## config.mk

```make
export PLATFORM = sky130hd
export DESIGN_NAME = noise_smp
export DESIGN_NICKNAME = d
export VERILOG_FILES = /design/src/rtl/noise_pkg.sv /design/src/rtl/noise_smp_fifo.sv /design/src/rtl/noise_smp.sv
export SDC_FILE = /design/constraint.sdc
export NUM_CORES = 1
export LEC_CHECK = 0
export ABC_CLOCK_PERIOD_IN_PS = 3000
export CAP_MARGIN = 25
export CORE_MARGIN = 3
export CORE_UTILIZATION = 42
export DETAILED_ROUTE_END_ITERATION = 16
export HOLD_SLACK_MARGIN = 0.06
export MAX_ROUTING_LAYER = met4
export PLACE_DENSITY_LB_ADDON = 0.3
export SLEW_MARGIN = 20
export SYNTH_ARGS = -nofsm -noshare
export SYNTH_HDL_FRONTEND = slang
export SYNTH_SLANG_ARGS = --single-unit
```

## constraint.sdc

```tcl
create_clock -name clk_sys -period 3 [get_ports clk_sys]
set_clock_uncertainty 0.2 [all_clocks]
set_input_delay 0.45 -clock clk_sys [delete_from_list [all_inputs] [get_ports clk_sys]]
set_output_delay 0.45 -clock clk_sys [all_outputs]
set_load 0.01 [all_outputs]
```

## src/rtl/noise_pkg.sv

```systemverilog
// Shared types and default widths for the noise-sample block accumulator.
package noise_pkg;

  localparam int unsigned DW_DEF = 12;
  localparam int unsigned CW_DEF = 10;

  typedef enum logic {
    IDLE = 1'b0,
    ACQ  = 1'b1
  } state_t;

endpackage

```

## src/rtl/noise_smp_fifo.sv

```systemverilog
// Two-entry first-in-first-out buffer for completed block sums.
module noise_smp_fifo #(
  parameter int unsigned W = 22
) (
  input  logic         clk,
  input  logic         rst,
  input  logic         push,
  input  logic         pop,
  input  logic [W-1:0] data_in,
  output logic [W-1:0] data_out,
  output logic         full,
  output logic         empty
);

  logic [W-1:0] mem [2];
  logic         wr_ptr;
  logic         rd_ptr;
  logic [1:0]   count;

  assign full     = (count == 2'd2);
  assign empty    = (count == 2'd0);
  assign data_out = empty ? '0 : mem[rd_ptr];

  always_ff @(posedge clk) begin
    if (push) begin
      mem[wr_ptr] <= data_in;
    end
  end

  // Caller only pushes when there is room (or a pop frees the head this cycle).
  always_ff @(posedge clk) begin
    if (rst) begin
      wr_ptr <= 1'b0;
      rd_ptr <= 1'b0;
      count  <= 2'd0;
    end else begin
      if (push) begin
        wr_ptr <= ~wr_ptr;
      end
      if (pop) begin
        rd_ptr <= ~rd_ptr;
      end
      case ({push, pop})
        2'b10:   count <= count + 2'd1;
        2'b01:   count <= count - 2'd1;
        default: count <= count;
      endcase
    end
  end

endmodule

```

## src/rtl/noise_smp.sv

```systemverilog
// Noise sample accumulator: sums num_smp ADC samples per block on noise_clk rises.
// Optional NOISE_SMP_OVF_EN adds a sticky ovf flag for dropped block sums.
module noise_smp
  import noise_pkg::*;
#(
  parameter int unsigned DW = DW_DEF,
  parameter int unsigned CW = CW_DEF,
  localparam int unsigned SW = DW + CW
) (
  input  logic          clk_sys,
  input  logic          rst,
  input  logic          n_acq_en,
  input  logic          noise_clk,
  input  logic [DW-1:0] adc_data,
  input  logic [CW-1:0] num_smp,
  input  logic          start,
  output logic          busy,
  output logic [SW-1:0] sum_data,
  output logic          sum_valid,
  input  logic          sum_ready,
  output logic          blk_done
`ifdef NOISE_SMP_OVF_EN
  ,
  output logic          ovf
`endif
);

  state_t        state;
  state_t        state_nxt;
  logic          nclk_d;
  logic          rise;
  logic          last_rise;
  logic [SW-1:0] acc;
  logic [SW-1:0] sum_q;
  logic [CW-1:0] cnt;
  logic [CW-1:0] lim;
  logic          push_q;
  logic          wr;
  logic          rd;
  logic          full;
  logic          empty;

  assign rise      = noise_clk & ~nclk_d;
  assign last_rise = (state == ACQ) && n_acq_en && rise && ((cnt + CW'(1)) == lim);
  assign busy      = (state == ACQ);
  assign blk_done  = push_q;
  assign sum_valid = ~empty;
  assign rd        = sum_ready & ~empty;
  assign wr        = push_q & (~full | rd);

  always_ff @(posedge clk_sys) begin
    if (rst) begin
      state <= IDLE;
    end else begin
      state <= state_nxt;
    end
  end

  always_comb begin
    state_nxt = state;
    case (state)
      IDLE:    if (start && n_acq_en) state_nxt = ACQ;
      ACQ:     if (!n_acq_en) state_nxt = IDLE;
      default: state_nxt = IDLE;
    endcase
  end

  // The final sample is folded into sum_q directly, so acc can restart the next block.
  always_ff @(posedge clk_sys) begin
    if (rst) begin
      nclk_d <= 1'b0;
      acc    <= '0;
      cnt    <= '0;
      lim    <= CW'(1);
      sum_q  <= '0;
      push_q <= 1'b0;
    end else begin
      nclk_d <= noise_clk;
      push_q <= last_rise;
      if (last_rise) begin
        sum_q <= acc + SW'(adc_data);
      end
      case (state)
        IDLE: begin
          if (start && n_acq_en) begin
            lim <= (num_smp == '0) ? CW'(1) : num_smp;
            acc <= '0;
            cnt <= '0;
          end
        end
        ACQ: begin
          if (!n_acq_en || last_rise) begin
            acc <= '0;
            cnt <= '0;
          end else if (rise) begin
            acc <= acc + SW'(adc_data);
            cnt <= cnt + CW'(1);
          end
        end
        default: begin
          acc <= '0;
          cnt <= '0;
        end
      endcase
    end
  end

  noise_smp_fifo #(
    .W(SW)
  ) u_fifo (
    .clk      (clk_sys),
    .rst      (rst),
    .push     (wr),
    .pop      (rd),
    .data_in  (sum_q),
    .data_out (sum_data),
    .full     (full),
    .empty    (empty)
  );

`ifdef NOISE_SMP_OVF_EN
  always_ff @(posedge clk_sys) begin
    if (rst) begin
      ovf <= 1'b0;
    end else if (push_q && !wr) begin
      ovf <= 1'b1;
    end else if (start) begin
      ovf <= 1'b0;
    end
  end
`endif

endmodule
```

==> impl_metrics.csv <==
group,metric,value,unit
layout,area_growth_syn_to_layout,26.0,%
worst_hold_path,hp-class,"reg -> reg",
synthesis,synth-warning-count,0,
synthesis,synth_edf_count,44,
synthesis,synthFlopType,"dfxtp_1",
sta,worstMarginPinSlew,0.398,ns
floorplan,die-area,0.0148,mm²
grt,grt_pass1_wl,19700,µm
run,maxCapViolations,0,
placement,dp_hpwl,8250,µm
critical_path,worst_setup_path_start_kind,"register",
layout,drive_above_1_share,11.9,%
detailed_routing,avgRoutedWirePerCell,14.4,µm
grt,antenna_found_initial,0,
layout,diodes,0,
layout,final_cells,819,
power,peakVddDrop,0.360,mV
floorplan,initial_core_util,43.7,%
cts,cts_hold_buf,0,
layout,mostFrequentLayoutCells,"nor2_1, dfxtp_1, clkdlybuf4s50_1",
detailed_routing,firstDrtPassIters,4,
synthesis,ys_ff_latch,116,
critical_path,ff2ff_setup_slack,0.27,ns
grt,grt_max_degree,30,
critical_path,critPathRequiredTime,3.10,ns
sta,slew_violations,0,
placement,dp_cells,787,
layout,utilization,55.0,%
sta,fmax,367,MHz
synthesis,avgSynthCellArea,9.96,µm²
critical_path,cp-end-kind,"register",
floorplan,placementRows,41,
cts,insertion_delay,0.42,ns
sta,rsz0062_at_grt,"no",
cts,cts_buffers,17,
critical_path,reg2reg_depth,9,
placement,placed_cell_area,0.00644,mm²
cts,cts_tree,"done",
detailed_routing,drc,0,
synthesis,synth_cell_types,58,
floorplan,core_area,0.0128,mm²
sta,finalSetupViolCount,0,
detailed_routing,vias,4303,
sta,hold_viol,0,
cts,cts-root-buf,"clkbuf_16",
worst_hold_path,holdPathEnd,"u_fifo.mem[1][9]",
worst_hold_path,hold_start,"sum_q[9]",
grt,grt_pass1_vias,4124,
sta,maxSlewHeadroom,73.4,%
placement,io_buffers,52,
floorplan,die_w,121,µm
synthesis,postSynthCellCount,562,
power,p_total,3.92,mW
critical_path,critPathKind,"reg -> reg",
outcome,outcome,"completed",
synthesis,syn_nets,604,
sta,layout_setup_ws,0.274,ns
critical_path,reg2reg_to,"acc[17]",
worst_hold_path,hold_depth,0,
sta,period_share,90.9,%
detailed_routing,viasPerCell,5.25,
cts,h-tree-depth,4,
synthesis,synth_area,0.00560,mm²
critical_path,r2r-start,"cnt[0]",
cts,cts_resized,0,
sta,fin_crit,2.73,ns
placement,dp_slack,-0.0933,ns
detailed_routing,drtIter0Drc,168,
critical_path,critPathLaunch,"cnt[0]",
cts,cts_buffer_depth,2,
synthesis,synthArstFlopShare,0,%
cts,clock_sinks,116,
cts,post_cts_buffers,0,
placement,globalplace.congestion,0.877,
critical_path,cp.arrival,2.82,ns
layout,nets,676,
floorplan,num_io_pins,53,
synthesis,ys_seq_area_share,49.3,%
critical_path,cp_slowest_cell,"or4_1",
grt,grt_usage,17.3,%
power,powerDensity,555,mW/mm²
layout,final_common_cell,"nor2_1",
cts,clkTransAtPathRegs,0.05,ns
floorplan,die_h,121,µm
layout,stdcell_area,0.00705,mm²
detailed_routing,wirelength,11800,µm
critical_path,path_max_fanout,17,
critical_path,slowest_delay,0.52,ns
detailed_routing,ant_nets,0,
power,leakage,2.67,nW
critical_path,crit_chain,"ha_1 > and4_1 > nand2_2 > or4_1 > o211ai_2 > o211ai_4 > buf_4 > a31oi_1 > mux2i_1",
grt,overflow,0,
per-stage QoR:
stage | setup TNS [ns] | hold WS, ns
3_3_place_gp | -0.117 | 0.237
3_5_place_dp | -0.257 | 0.246
2_1_floorplan | 0 | 0.225
6_report | 0 | 0.261
4_1_cts | 0 | 0.263
5_1_grt | 0 | 0.276
worst max-delay path: cells and delay by family, from the launching register on:
kind                       cells  cell delay, ns
AOI/OAI and AO/OA              3            0.54
adders and majority gates      1            0.21
buffers and inverters          1            0.25
DFF                            1            0.46
muxes                          1            0.09
and+or+nand+nor                3            0.85
cell usage after synthesis (5+ instances only):
library cell / instances / area (µm²)
buf_4: 5 / 37.5
a31oi_1: 15 / 93.8
and3_1: 7 / 43.8
inv_1: 22 / 82.6
edfxtp_1: 44 / 1320
clkbuf_1: 16 / 60.1
nand2_1: 51 / 191
a22o_1: 11 / 96.3
mux2i_1: 47 / 470
nor3_1: 5 / 25.0
nand4_1: 14 / 87.6
nand3_1: 12 / 60.1
dfxtp_1: 72 / 1440
nor2_1: 76 / 285
o21ai_0: 16 / 80.1
nor2b_1: 5 / 31.3
xor2_1: 13 / 114
a211oi_1: 7 / 52.6
a21oi_1: 28 / 140
xnor2_1: 22 / 193
ha_1: 13 / 163
buf_2: 5 / 25.0
cell type report:
cell class	count	area (µm²)
inverters	22	82.6
clock buffers	18	439
multi-input cells	393	2610
fillers	1155	5770
well taps	172	215
repair buffers	84	773
flip-flops and latches	116	2760
clock inverters	14	175
metal layers:
metal	wire (µm)	track usage [%]	part of all wire, %
met5	0	-	0
met4	165	5.39	1.4
met3	501	4.90	4.3
met2	5710	28.1	49
met1	5390	21.0	46
sequential cells by signal (all words and copies together), names as in the netlist, named ones only:
signal and flops:
u_fifo.count 2, u_fifo.wr_ptr 1, cnt 10, sum_q 22, u_fifo.mem 44, u_fifo.rd_ptr 1, lim 10, busy 1
acc 22, nclk_d 1, blk_done 1
worst max-delay path by stage:
stage,to,slack [ns],cells past startpoint
3_3_place_gp,sum_q[8],-0.06,10
5_1_grt,sum_q[11],0.06,10
4_1_cts,sum_q[11],0.26,9
3_5_place_dp,sum_q[8],-0.09,10
6_report,acc[17],0.27,9
2_1_floorplan,acc[0],0.34,11
where the power goes:
| part | switching (mW) | leakage [nW] | internal, mW | total, mW |
|---|---|---|---|---|
| Combinational | 0.0971 | 1.34 | 0.0880 | 0.185 |
| Clock | 0.749 | 0.295 | 1.33 | 2.08 |
| Sequential | 0.0111 | 1.04 | 1.64 | 1.65 |
| Total | 0.857 | 2.67 | 3.06 | 3.92 |
logic make-up after synthesis:
family / synth area share, %
buffers and inverters: 4.13
XOR/XNOR: 5.47
flip-flops: 49.3
adder cells (fa/ha/maj): 3.44
AO/OA/AOI/OAI: 13.4
multiplexers: 8.80
AND/OR/NAND/NOR: 15.4
(Power assumes the default switching activity.)
